### src/rtl/compute_seq.sv
// compute_seq: per-element transform r = 2*in1 + in0 + (in0 even ? 3 : -1),
// accumulated over a sequence of up to LEN elements (or until in_last),
// then presented as sum / max / count on a valid-ready output port.
module compute_seq #(
  parameter int WIDTH = 8,
  parameter int LEN   = 4,
  parameter int CW    = $clog2(LEN + 1)
) (
  input  logic             clk,
  input  logic             rst,
  input  logic             in_valid,
  output logic             in_ready,
  input  logic [WIDTH-1:0] in0,
  input  logic [WIDTH-1:0] in1,
  input  logic             in_last,
  output logic             out_valid,
  input  logic             out_ready,
  output logic [WIDTH-1:0] out_sum,
  output logic [WIDTH-1:0] out_max,
  output logic [CW-1:0]    out_count
);

  typedef enum logic [1:0] {
    IDLE = 2'd0,
    ACC  = 2'd1,
    HOLD = 2'd2
  } state_e;

  state_e           state_q, state_d;
  logic [WIDTH-1:0] acc_q, acc_d;
  logic [WIDTH-1:0] max_q, max_d;
  logic [CW-1:0]    cnt_q, cnt_d;

  logic             accept_s;
  logic [WIDTH-1:0] r_s;

  // Per-element result; every term is WIDTH bits so all additions wrap.
  function automatic logic [WIDTH-1:0] elem_r(input logic [WIDTH-1:0] a0,
                                              input logic [WIDTH-1:0] a1);
    logic [WIDTH-1:0] dbl;
    logic [WIDTH-1:0] adj;
    dbl = a1 << 1;
    adj = a0[0] ? {WIDTH{1'b1}} : WIDTH'(3);
    return dbl + a0 + adj;
  endfunction

  assign r_s      = elem_r(in0, in1);
  assign accept_s = in_valid && (state_q != HOLD);

  // Outputs decode directly from registered state, so they are glitch-free.
  assign in_ready  = (state_q != HOLD);
  assign out_valid = (state_q == HOLD);
  assign out_sum   = acc_q;
  assign out_max   = max_q;
  assign out_count = cnt_q;

  // Next-state and datapath update for the accumulate / hold sequencer.
  always_comb begin
    state_d = state_q;
    acc_d   = acc_q;
    max_d   = max_q;
    cnt_d   = cnt_q;
    case (state_q)
      IDLE: begin
        if (accept_s) begin
          acc_d = r_s;
          max_d = r_s;
          cnt_d = CW'(1);
          if (in_last || (LEN == 1)) begin
            state_d = HOLD;
          end else begin
            state_d = ACC;
          end
        end else begin
          state_d = IDLE;
        end
      end
      ACC: begin
        if (accept_s) begin
          acc_d = acc_q + r_s;
          max_d = (r_s > max_q) ? r_s : max_q;
          cnt_d = cnt_q + CW'(1);
          // cnt_q + 1 reaching LEN forces HOLD, so cnt never exceeds LEN.
          if (in_last || ((cnt_q + CW'(1)) == CW'(LEN))) begin
            state_d = HOLD;
          end else begin
            state_d = ACC;
          end
        end else begin
          state_d = ACC;
        end
      end
      HOLD: begin
        if (out_ready) begin
          state_d = IDLE;
          cnt_d   = '0;
        end else begin
          state_d = HOLD;
        end
      end
      default: begin
        state_d = IDLE;
        acc_d   = '0;
        max_d   = '0;
        cnt_d   = '0;
      end
    endcase
  end

  // State and accumulator registers; reset discards any partial or pending result.
  always_ff @(posedge clk or posedge rst) begin
    if (rst) begin
      state_q <= IDLE;
      acc_q   <= '0;
      max_q   <= '0;
      cnt_q   <= '0;
    end else begin
      state_q <= state_d;
      acc_q   <= acc_d;
      max_q   <= max_d;
      cnt_q   <= cnt_d;
    end
  end

endmodule

### config.mk
export PLATFORM = sky130hd
export DESIGN_NAME = compute_seq
export DESIGN_NICKNAME = d
export VERILOG_FILES = /design/src/rtl/compute_seq.sv
export SDC_FILE = /design/constraint.sdc
export NUM_CORES = 1
export LEC_CHECK = 0
export CORE_ASPECT_RATIO = 0.75
export CORE_MARGIN = 1.5
export CORE_UTILIZATION = 55
export DETAILED_ROUTE_END_ITERATION = 10
export PLACE_DENSITY = 0.91
export SKIP_LAST_GASP = 1
export SLEW_MARGIN = 20
export SYNTH_ARGS = -nofsm -noshare
export SYNTH_HDL_FRONTEND = slang
export SYNTH_SLANG_ARGS = --single-unit
### constraint.sdc
create_clock -name clk -period 3.4 [get_ports clk]
set_input_delay 0.51 -clock clk [delete_from_list [all_inputs] [get_ports clk]]
set_output_delay 0.51 -clock clk [all_outputs]
set_load 0.1 [all_outputs]
==> results of run 1 <==
-- cell type report --
type	instances	area [um2]	area share
repair buffers	81	723	0.245
multi-input cells	173	1510	0.512
diodes	1	2.50	0.000847
clock buffers	4	45.0	0.0152
flip-flops and latches	21	526	0.178
inverters	25	93.8	0.0318
well taps	40	50.0	0.0169
-- synthesized netlist by cell type, drive strengths merged --
cell type and number:
a32o 1, inv 25, and3 1, nor3b 1
o32a 1, o21bai 5, nand3b 1, o32ai 1
nand4 2, dfrtp 21, o21ai 17, buf 3
a31oi 2, nor4 1, nand2b 1, xnor2 7
ha 24, o31ai 1, nand2 11, a221oi 1
a41oi 1, nand3 3, a21o 4, a32oi 1
nor3 3, xor2 4, a21oi 17, nor2b 5
or3 1, o22ai 1, nor2 20, fa 7
a211oi 2, o21a 5, clkbuf 3, mux2i 4
a22oi 8, a221o 9
-- metrics by stage --
step / setup slack [ns] / TNS (ns) / utilization / cell area (um2) / hold WS [ns]
floorplan: -0.0358 / -0.286 / - / 2000 / 0.487
global placement: -0.723 / -7.37 / 0.787 / 2660 / 0.499
detailed placement: -0.893 / -9.00 / 0.787 / 2660 / 0.510
CTS: -0.00000466 / -0.00000466 / 0.847 / 2860 / 0.532
global route: -0.273 / -2.34 / 0.874 / 2950 / 0.565
finish: -0.196 / -1.52 / 0.874 / 2950 / 0.530
-- routing by layer --
metal  part of all wire  wire [um]  GRT usage  vias up
li1                   -          -          -      970
met2               0.44       3460      0.594      246
met5                  0          0          0        -
met1               0.36       2840      0.426     1102
met4              0.063        494      0.164        0
met3               0.14       1070     0.0888       66
-- critical path: stages --
cell	delay, ns
sky130_fd_sc_hd__buf_8	0.11
sky130_fd_sc_hd__buf_6	0.12
sky130_fd_sc_hd__fa_1	0.62
sky130_fd_sc_hd__ha_4	0.25
sky130_fd_sc_hd__a211oi_4	0.25
sky130_fd_sc_hd__o21bai_1	0.15
sky130_fd_sc_hd__a21oi_2	0.19
sky130_fd_sc_hd__xnor2_1	0.12
sky130_fd_sc_hd__ha_1	0.31
sky130_fd_sc_hd__nand4_1	0.18
sky130_fd_sc_hd__o21bai_4	0.25
sky130_fd_sc_hd__nand3_2	0.09
sky130_fd_sc_hd__a31oi_4	0.09
sky130_fd_sc_hd__buf_4	0.19
sky130_fd_sc_hd__a221o_1	0.32
-- how the worst max path moves through the flow --
stage	startpoint	end	slack (ns)	depth (start not counted)
after global placement	in0[0]	out_max[2]	-0.72	14
after floorplan	in0[0]	out_max[5]	-0.04	12
after detailed placement	in0[0]	out_max[3]	-0.89	14
after CTS	in1[1]	out_max[3]	-0.000005	14
final	in0[0]	out_max[4]	-0.20	15
after global routing	in0[0]	out_max[1]	-0.27	15
-- cell families after synthesis --
| group | share of synthesized area |
|---|---|
| AOI/OAI and AO/OA | 0.270 |
| xor gates and xnor gates | 0.0485 |
| adders and majority gates | 0.222 |
| buffers and inverters | 0.0598 |
| DFF | 0.264 |
| muxes | 0.0201 |
| and+or+nand+nor | 0.116 |
-- state kept, by name (all words and copies together), names as in the netlist --
| name | cells |
|---|---|
| out_max | 8 |
| out_count | 3 |
| state_q | 2 |
| out_sum | 8 |
-- repair_timing --
action,in CTS,in global routing
endpoints found under the hold margin,0,0
gates resized for setup,43,25
endpoints found under the setup margin,12,11
pin swaps,40,16
setup buffers,6,3
gates cloned,0,0
==> summary.json, run 1 <==
{
  "relSlewSlack": {"value": 0.346},
  "worstHoldPathCells": {"value": 2},
  "worst-r2r-cell-count": {"value": 10},
  "finalWeightedCongestion": {"value": 0.877},
  "worstPathArrival": {"value": 3.75, "unit": "ns"},
  "antenna_found_initial": {"value": 1},
  "timing.fmax": {"value": 278, "unit": "MHz"},
  "layoutNonFillerInstCount": {"value": 345},
  "yosysWarningCount": {"value": 0},
  "critical_path.reg2reg.endpoint": {"value": "out_sum[6]"},
  "std_cell_rows": {"value": 18},
  "htree_levels": {"value": 1},
  "clock_skew": {"value": 0.00265, "unit": "ns"},
  "worstSetupStartpointType": {"value": "input port"},
  "grt_start_max_net_pins": {"value": 25},
  "ant_nets": {"value": 0},
  "die_w": {"value": 72.4, "unit": "um"},
  "die-height": {"value": 55.1, "unit": "um"},
  "fillerInstances": {"value": 154},
  "finalHoldViolCount": {"value": 0},
  "fraction_of_layout_cells_with_a_size_suffix_above_1": {"value": 0.263},
  "ctsLongestPathBuffers": {"value": 2},
  "final_critical_path_required_period": {"value": 3.60, "unit": "ns"},
  "cts_buffers": {"value": 3},
  "hold_path_end": {"value": "out_sum[0]"},
  "worstSetupEndpointType": {"value": "flop"},
  "wirelength_routed": {"value": 7870, "unit": "um"},
  "first_global_vias": {"value": 2074},
  "setup_viol_count_final": {"value": 10},
  "layout.cells.most_common": {"value": "sky130_fd_sc_hd__buf_4"},
  "period_share": {"value": 1.06},
  "final-max-slew-violation-count": {"value": 0},
  "synth.avg_cell_area": {"value": 8.84, "unit": "um2"},
  "detailroute.via_count": {"value": 2384},
  "cts.reportedPaths.clkPinSlew": {"value": 0.08, "unit": "ns"},
  "critical_path.max_fanout": {"value": 4},
  "final_cell_mix": {"value": "38 x sky130_fd_sc_hd__buf_4, 24 x sky130_fd_sc_hd__clkdlybuf4s50_1, 21 x sky130_fd_sc_hd__inv_1, 21 x sky130_fd_sc_hd__dfrtp_1, 20 x sky130_fd_sc_hd__nor2_1"},
  "drc": {"value": 0},
  "dp.final_hpwl": {"value": 4120, "unit": "um"},
  "synth_area": {"value": 1990, "unit": "um2"},
  "io_pins": {"value": 42},
  "hold_path_class": {"value": "reg -> reg"},
  "place.port_buffers": {"value": 40},
  "core": {"value": 3380, "unit": "um2"},
  "synth.ff_latch_count": {"value": 21},
  "area_growth_syn_to_layout": {"value": 48.6, "unit": "%"},
  "dp_cells": {"value": 331},
  "clkLatencyLatePin": {"value": 0.27, "unit": "ns"},
  "fin_nets": {"value": 357},
  "run_status": {"value": "complete, but fails checks"},
  "required_time_at_the_worst_slack_endpoint": {"value": 3.55, "unit": "ns"},
  "timing.setup.critical_path_class": {"value": "in -> reg"},
  "synth.top_cell.area_share": {"value": 0.264},
  "synth.net_count": {"value": 277},
  "grt_use_total": {"value": 0.349},
  "die-area": {"value": 3990, "unit": "um2"},
  "cts.sinks": {"value": 21},
  "initialDrtViolationCount": {"value": 300},
  "reg2reg_from": {"value": "out_sum[0]"},
  "max_cap_violations": {"value": 0},
  "detailedRoute.firstPassIterationCount": {"value": 6},
  "synth_area_leader_cell": {"value": "sky130_fd_sc_hd__dfrtp_1"},
  "grt_first_pass_wirelength": {"value": 10200, "unit": "um"},
  "layout_setup_ws": {"value": -0.196, "unit": "ns"},
  "rsz_0062_raised_after_global_routing": {"value": "yes"},
  "grt.overflow.total": {"value": 0},
  "ff2ff_setup_slack": {"value": 1.06, "unit": "ns"},
  "start_util": {"value": 0.589},
  "root_cell_of_the_clock_tree": {"value": "sky130_fd_sc_hd__clkbuf_8"},
  "yosysUniqueCellTypes": {"value": 43},
  "worst_hold_startpoint": {"value": "out_sum[0]"},
  "routed_via_density": {"value": 6.91},
  "violations_in_the_final_reports": {"value": "setup timing"},
  "tritoncts": {"value": "built"},
  "wire_per_inst": {"value": 22.8, "unit": "um"},
  "ctsHoldBuffers": {"value": 0},
  "yosys-top-cells-area": {"value": "sky130_fd_sc_hd__dfrtp_1 26%, sky130_fd_sc_hd__ha_1 15%, sky130_fd_sc_hd__fa_1 7.0%, sky130_fd_sc_hd__a221o_1 4.5%, sky130_fd_sc_hd__inv_1 4.5%"},
  "worst_slew_pin_slew": {"value": 0.978, "unit": "ns"},
  "yosysSeqAreaShare": {"value": 0.264},
  "post_synth_inst_count": {"value": 225}
}
Power of run 1 is not shown: default switching activity piles up to over one toggle a cycle in this logic, so the estimate is an artifact.
==> inputs of run 2 (changes only) <==
==> constraint.sdc (replaced) <==
create_clock -name clk -period 4.6 [get_ports clk]
set_input_delay 0.69 -clock clk [delete_from_list [all_inputs] [get_ports clk]]
set_output_delay 0.69 -clock clk [all_outputs]
set_load 0.01 [all_outputs]
==> summary.json, run 2 (synthesis results as in run 1) <==
{
  "fin_util": {"value": 0.743, "change": "-0.132"},
  "htree_levels": {"value": 1, "change": "unchanged"},
  "setup_ws_pre_cts": {"value": -0.0715, "unit": "ns", "change": "+0.821 ns"},
  "sequential_cell_area": {"value": 526, "unit": "um2", "change": "unchanged"},
  "layout_setup_ws": {"value": 0.365, "unit": "ns", "change": "+0.561 ns"},
  "power.density_cell_area": {"value": 647, "unit": "nW/um2"},
  "final-max-slew-violation-count": {"value": 0, "change": "unchanged"},
  "timing.setup.critical_path_class": {"value": "in -> reg"},
  "multi_input_comb_area": {"value": 1350, "unit": "um2", "change": "-11%"},
  "ctsLongestPathBuffers": {"value": 2, "change": "unchanged"},
  "relSlewSlack": {"value": 0.450, "change": "+0.104"},
  "power.static_leakage": {"value": 1.13, "unit": "nW"},
  "clock_skew": {"value": 0.00338, "unit": "ns", "change": "+0.000727 ns"},
  "io_pins": {"value": 42, "change": "unchanged"},
  "fraction_of_layout_cells_with_a_size_suffix_above_1": {"value": 0.0520, "change": "-0.211"},
  "clkLatencyLatePin": {"value": 0.26, "unit": "ns", "change": "about the same"},
  "setup_viol_count_final": {"value": 0, "change": "-10"},
  "std_cell_rows": {"value": 18, "change": "unchanged"},
  "cts_buffers": {"value": 3, "change": "unchanged"},
  "postCtsSetupRepairBufs": {"value": 0, "change": "-6"},
  "detailroute.via_count": {"value": 1836, "change": "-23%"},
  "max_cap_violations": {"value": 0, "change": "unchanged"},
  "fillerInstances": {"value": 239, "change": "+55%"},
  "period_share": {"value": 0.921},
  "finalHoldViolCount": {"value": 0, "change": "unchanged"},
  "fin_nets": {"value": 322, "change": "-9.8%"},
  "worst_slew_pin_slew": {"value": 0.824, "unit": "ns", "change": "-0.154 ns"},
  "hold_slack": {"value": 0.538, "unit": "ns", "change": "+0.00802 ns"},
  "run_status": {"value": "finished clean"},
  "layoutNonFillerInstCount": {"value": 309, "change": "-10%"},
  "hold_path_class": {"value": "reg -> reg"},
  "core": {"value": 3380, "unit": "um2", "change": "unchanged"},
  "start_util": {"value": 0.589, "change": "unchanged"},
  "die_w": {"value": 72.4, "unit": "um", "change": "unchanged"},
  "crit_chain": {"value": "clkdlybuf4s50_1, buf_4, fa_1, ha_1, a21oi_1, xnor2_1, ha_1, inv_1, o21bai_1, a41oi_1, a21oi_1, mux2i_1, o32a_1, a31oi_1"},
  "total_power": {"value": 1.62, "unit": "mW"},
  "finalWeightedCongestion": {"value": 0.863, "change": "-1.6%"},
  "post_cts.resized_instances": {"value": 0, "change": "-100%"},
  "final_cell_mix": {"value": "40 x sky130_fd_sc_hd__clkdlybuf4s50_1, 24 x sky130_fd_sc_hd__inv_1, 24 x sky130_fd_sc_hd__ha_1"},
  "antenna_found_initial": {"value": 0, "change": "-1"},
  "grt_use_total": {"value": 0.240, "change": "-0.109"},
  "drc": {"value": 0, "change": "unchanged"},
  "area_growth_syn_to_layout": {"value": 26.2, "unit": "%"},
  "dpl-instance-area": {"value": 2460, "unit": "um2", "change": "-7.5%"},
  "ctsHoldBuffers": {"value": 0, "change": "unchanged"},
  "final_critical_path_required_period": {"value": 4.23, "unit": "ns"},
  "detailedRoute.firstPassIterationCount": {"value": 5, "change": "-1"},
  "dp.final_hpwl": {"value": 3380, "unit": "um", "change": "-18%"},
  "grt_first_pass_wirelength": {"value": 7310, "unit": "um", "change": "-28%"},
  "worstSetupStartpointType": {"value": "input port"},
  "critical_path.max_fanout": {"value": 5, "change": "+1"},
  "worstSetupEndpointType": {"value": "flop"},
  "worstPathArrival": {"value": 4.42, "unit": "ns", "change": "+0.67 ns"},
  "cts.sinks": {"value": 21, "change": "unchanged"},
  "tritoncts": {"value": "built"},
  "die-area": {"value": 3990, "unit": "um2", "change": "unchanged"},
  "ff2ff_setup_slack": {"value": 2.34, "unit": "ns", "change": "+1.28 ns"},
  "rsz_0062_raised_after_global_routing": {"value": "no"},
  "layout.cells.most_common": {"value": "sky130_fd_sc_hd__clkdlybuf4s50_1"},
  "timing.fmax": {"value": 236, "unit": "MHz"},
  "required_time_at_the_worst_slack_endpoint": {"value": 4.79, "unit": "ns", "change": "+1.24 ns"},
  "first_global_vias": {"value": 1570, "change": "-24%"},
  "initialDrtViolationCount": {"value": 106, "change": "-65%"},
  "wire_per_inst": {"value": 14.2, "unit": "um", "change": "-38%"},
  "cts.reportedPaths.clkPinSlew": {"value": 0.08, "unit": "ns", "change": "about the same"},
  "grt_start_max_net_pins": {"value": 25, "change": "unchanged"},
  "place.port_buffers": {"value": 40, "change": "unchanged"},
  "routed_via_density": {"value": 5.94, "change": "-14%"},
  "worst-r2r-cell-count": {"value": 9, "change": "-1"},
  "worstHoldPathCells": {"value": 2, "change": "unchanged"},
  "die-height": {"value": 55.1, "unit": "um", "change": "unchanged"},
  "wirelength_routed": {"value": 4390, "unit": "um", "change": "-44%"},
  "root_cell_of_the_clock_tree": {"value": "sky130_fd_sc_hd__clkbuf_8"},
  "n_antenna_cell": {"value": 0, "change": "-1"},
  "dp_cells": {"value": 305, "change": "-7.9%"},
  "grt.overflow.total": {"value": 0, "change": "unchanged"},
  "ant_nets": {"value": 0, "change": "unchanged"},
  "critical-path-max-stage-delay": {"value": 0.49, "unit": "ns", "change": "-0.13 ns"},
  "crit_slowest_cell": {"value": "sky130_fd_sc_hd__clkdlybuf4s50_1"},
  "totalNegativeSetupSlack": {"value": 0, "unit": "ns", "change": "+1.52 ns"},
  "worst_ir_drop_vdd": {"value": 0.411, "unit": "mV"},
  "finish.instance_area": {"value": 2510, "unit": "um2", "change": "-15%"}
}
[run 2: changes by cell type in the layout (fill, tap and decap cells not counted), sizes merged]
cell	before	now
buf	47	6
clkbuf	6	4
clkdlybuf4s50	24	40
diode	1	0
dlygate4sd2	7	0
dlymetal6s2s	1	0
[run 2: layer usage]
| metal | global-route usage | part of all wire |
|---|---|---|
| met1 | 0.346 | 0.50 |
| met2 | 0.390 | 0.43 |
| met3 | 0.0380 | 0.062 |
| met4 | 0.0409 | 0.0052 |
| met5 | 0 | 0 |
[run 2: power by group]
| group | internal (mW) | total, mW | switching [mW] |
|---|---|---|---|
| registers | 0.272 | 0.413 | 0.141 |
| logic | 0.556 | 1.09 | 0.530 |
| clock network | 0.0618 | 0.124 | 0.0625 |
| total | 0.890 | 1.62 | 0.734 |
[run 2: worst paths after layout]
check / end / start
setup / recovery: out_sum[7] / in0[0]
hold / removal: out_sum[0] / out_sum[0]
setup reg to reg: out_max[7] / out_max[1]
hold reg to reg: out_sum[0] / out_sum[0]
max in group asynchronous: out_max[3] / rst
min in group asynchronous: out_count[2] / rst
[run 2: critical path: cells and delay by family]
family                   cells  cell delay, ns
AO/OA/AOI/OAI                6            1.33
adder cells (fa/ha/maj)      3            1.19
buffers and inverters        3            0.80
XOR/XNOR                     1            0.26
multiplexers                 1            0.15
[run 2: area by class of cell]
| cell class | count | area share |
|---|---|---|
| sequential | 21 | 0.209 |
| timing repair buffer | 46 | 0.178 |
| clock buffer | 4 | 0.0180 |
| multi-input combinational | 173 | 0.538 |
| tap | 40 | 0.0200 |
| inverter | 25 | 0.0374 |
No activity file was read; power rests on OpenSTA's default activity.
==> inputs of run 3 (changes only) <==
==> constraint.sdc (replaced) <==
create_clock -name clk -period 4.6 [get_ports clk]
set_input_delay 0.69 -clock clk [delete_from_list [all_inputs] [get_ports clk]]
set_output_delay 0.69 -clock clk [all_outputs]
set_load 0.1 [all_outputs]
==> summary.json, run 3 (synthesis results as in run 1) <==
{
  "sequential_cell_area": {"value": 526, "unit": "um2", "change": "unchanged"},
  "fillerInstances": {"value": 256, "change": "+7.1%"},
  "fraction_of_layout_cells_with_a_size_suffix_above_1": {"value": 0.0593, "change": "+0.00721"},
  "finalHoldViolCount": {"value": 0, "change": "unchanged"},
  "timing.fmax": {"value": 233, "unit": "MHz", "change": "-1.4%"},
  "setup_viol_count_final": {"value": 0, "change": "unchanged"},
  "crit_chain": {"value": "clkdlybuf4s50_1, buf_4, fa_1, ha_1, a211oi_2, o21bai_1, a21oi_2, xnor2_1, ha_1, nand4_1, o21bai_1, a211oi_2, a221o_1"},
  "path_buf_inv": {"value": 2, "change": "-1"},
  "post_cts.resized_instances": {"value": 0, "change": "unchanged"},
  "grt_use_total": {"value": 0.264, "change": "+0.0244"},
  "detailedRoute.firstPassIterationCount": {"value": 7, "change": "+2"},
  "run_status": {"value": "finished clean"},
  "tritoncts": {"value": "built"},
  "final_critical_path_required_period": {"value": 4.29, "unit": "ns", "change": "+0.0594 ns"},
  "wire_per_inst": {"value": 16.2, "unit": "um", "change": "+14%"},
  "worstSetupEndpointType": {"value": "flop"},
  "cts.reportedPaths.clkPinSlew": {"value": 0.08, "unit": "ns", "change": "about the same"},
  "clock_skew": {"value": 0.00295, "unit": "ns", "change": "-0.000431 ns"},
  "n_antenna_cell": {"value": 0, "change": "unchanged"},
  "drc": {"value": 0, "change": "unchanged"},
  "hold_path_end": {"value": "out_sum[0]"},
  "grt_start_max_net_pins": {"value": 25, "change": "unchanged"},
  "final_cell_mix": {"value": "40 x sky130_fd_sc_hd__clkdlybuf4s50_1, 24 x sky130_fd_sc_hd__inv_1, 24 x sky130_fd_sc_hd__ha_1"},
  "routed_via_density": {"value": 6.17, "change": "+3.9%"},
  "required_time_at_the_worst_slack_endpoint": {"value": 4.80, "unit": "ns", "change": "about the same"},
  "hold_path_class": {"value": "reg -> reg"},
  "root_cell_of_the_clock_tree": {"value": "sky130_fd_sc_hd__clkbuf_8"},
  "critical_path.top_delay_family": {"value": "compound AO/OA/AOI/OAI gates"},
  "cts_buffers": {"value": 3, "change": "unchanged"},
  "multi_input_comb_area": {"value": 1350, "unit": "um2", "change": "unchanged"},
  "cts.sinks": {"value": 21, "change": "unchanged"},
  "critical-path-max-stage-delay": {"value": 0.60, "unit": "ns", "change": "+0.11 ns"},
  "worstPathArrival": {"value": 4.49, "unit": "ns", "change": "+0.07 ns"},
  "critical_path.reg2reg.endpoint": {"value": "out_max[4]"},
  "crit_slowest_cell": {"value": "sky130_fd_sc_hd__a211oi_2"},
  "std_cell_rows": {"value": 18, "change": "unchanged"},
  "rsz_0062_raised_after_global_routing": {"value": "no"},
  "core": {"value": 3380, "unit": "um2", "change": "unchanged"},
  "timing.setup.critical_path_class": {"value": "in -> reg"},
  "die_w": {"value": 72.4, "unit": "um", "change": "unchanged"},
  "grt_first_pass_wirelength": {"value": 7910, "unit": "um", "change": "+8.2%"},
  "ctsLongestPathBuffers": {"value": 2, "change": "unchanged"},
  "worst-r2r-cell-count": {"value": 9, "change": "unchanged"},
  "worst_hold_startpoint": {"value": "out_sum[0]"},
  "worstHoldPathCells": {"value": 2, "change": "unchanged"},
  "critical_path.max_fanout": {"value": 8, "change": "+3"},
  "place.port_buffers": {"value": 40, "change": "unchanged"},
  "detailroute.via_count": {"value": 1913, "change": "+4.2%"},
  "layout.cells.most_common": {"value": "sky130_fd_sc_hd__clkdlybuf4s50_1"},
  "initialDrtViolationCount": {"value": 171, "change": "+61%"},
  "worstSetupStartpointType": {"value": "input port"},
  "fin_nets": {"value": 323, "change": "+0.31%"},
  "postCtsSetupRepairBufs": {"value": 0, "change": "unchanged"},
  "io_pins": {"value": 42, "change": "unchanged"},
  "first_global_vias": {"value": 1785, "change": "+14%"},
  "die-area": {"value": 3990, "unit": "um2", "change": "unchanged"},
  "start_util": {"value": 0.589, "change": "unchanged"},
  "clkLatencyLatePin": {"value": 0.26, "unit": "ns", "change": "about the same"},
  "worst_slew_pin_slew": {"value": 0.972, "unit": "ns", "change": "+0.147 ns"},
  "ctsHoldBuffers": {"value": 0, "change": "unchanged"},
  "ant_nets": {"value": 0, "change": "unchanged"},
  "period_share": {"value": 0.933, "change": "+0.0129"},
  "max_cap_violations": {"value": 0, "change": "unchanged"},
  "reg2reg_from": {"value": "out_max[1]"},
  "grt.overflow.total": {"value": 0, "change": "unchanged"},
  "antenna_found_initial": {"value": 0, "change": "unchanged"},
  "ff2ff_setup_slack": {"value": 2.23, "unit": "ns", "change": "-0.11 ns"},
  "die-height": {"value": 55.1, "unit": "um", "change": "unchanged"},
  "relSlewSlack": {"value": 0.350, "change": "-0.0997"},
  "wirelength_routed": {"value": 5030, "unit": "um", "change": "+15%"},
  "dp.final_hpwl": {"value": 3770, "unit": "um", "change": "+12%"},
  "critical_path_depth": {"value": 13, "change": "-1"},
  "htree_levels": {"value": 1, "change": "unchanged"},
  "finalWeightedCongestion": {"value": 0.864, "change": "about the same"},
  "area_growth_syn_to_layout": {"value": 26.6, "unit": "%"},
  "totalNegativeSetupSlack": {"value": 0, "unit": "ns", "change": "unchanged"},
  "final-max-slew-violation-count": {"value": 0, "change": "unchanged"}
}
-- run 3: final cells by class --
| type | count | area share |
|---|---|---|
| Clock inverter | 1 | 0.00199 |
| Clock buffer | 3 | 0.0164 |
| Tap cell | 40 | 0.0199 |
| Sequential cell | 21 | 0.209 |
| Multi-Input combinational cell | 173 | 0.536 |
| Timing Repair Buffer | 47 | 0.180 |
| Inverter | 25 | 0.0373 |
-- run 3: per-layer routing --
layer | vias to the layer above | GRT usage | share of wire
li1 | 909 | - | -
met1 | 897 | 0.345 | 0.45
met2 | 95 | 0.429 | 0.47
met3 | 12 | 0.0507 | 0.068
met4 | 0 | 0.132 | 0.013
met5 | - | 0 | 0
-- run 3: how the worst max path moves through the flow --
stage           start         end
2_1_floorplan  in0[0]  out_max[0]
3_3_place_gp   in0[0]  out_max[6]
3_5_place_dp   in0[0]  out_max[4]
4_1_cts        in0[0]  out_max[7]
5_1_grt        in0[0]  out_sum[7]
6_report       in0[0]  out_max[4]
-- run 3: per-stage QoR --
step,cells,utilization,cell area (um2),hold WS [ns],worst slack (ns)
floorplan,225,-,1990,0.667,0.862
global placement,306,0.730,2470,0.501,0.00279
detailed placement,306,0.730,2470,0.518,-0.212
CTS,310,0.744,2510,0.537,0.0567
global route,310,0.745,2520,0.574,0.104
finish,310,0.745,2520,0.531,0.306
-- run 3: worst reg2reg max path, stage by stage, from the launching register on --
cell	delay, ns
sky130_fd_sc_hd__dfrtp_1	0.40
sky130_fd_sc_hd__inv_1	0.06
sky130_fd_sc_hd__ha_1	0.30
sky130_fd_sc_hd__nor2b_1	0.14
sky130_fd_sc_hd__o21a_1	0.17
sky130_fd_sc_hd__o21a_1	0.17
sky130_fd_sc_hd__o21bai_1	0.21
sky130_fd_sc_hd__nand3_1	0.13
sky130_fd_sc_hd__a31oi_2	0.47
sky130_fd_sc_hd__a221o_1	0.25
Power of run 3 is left out for the same reason.
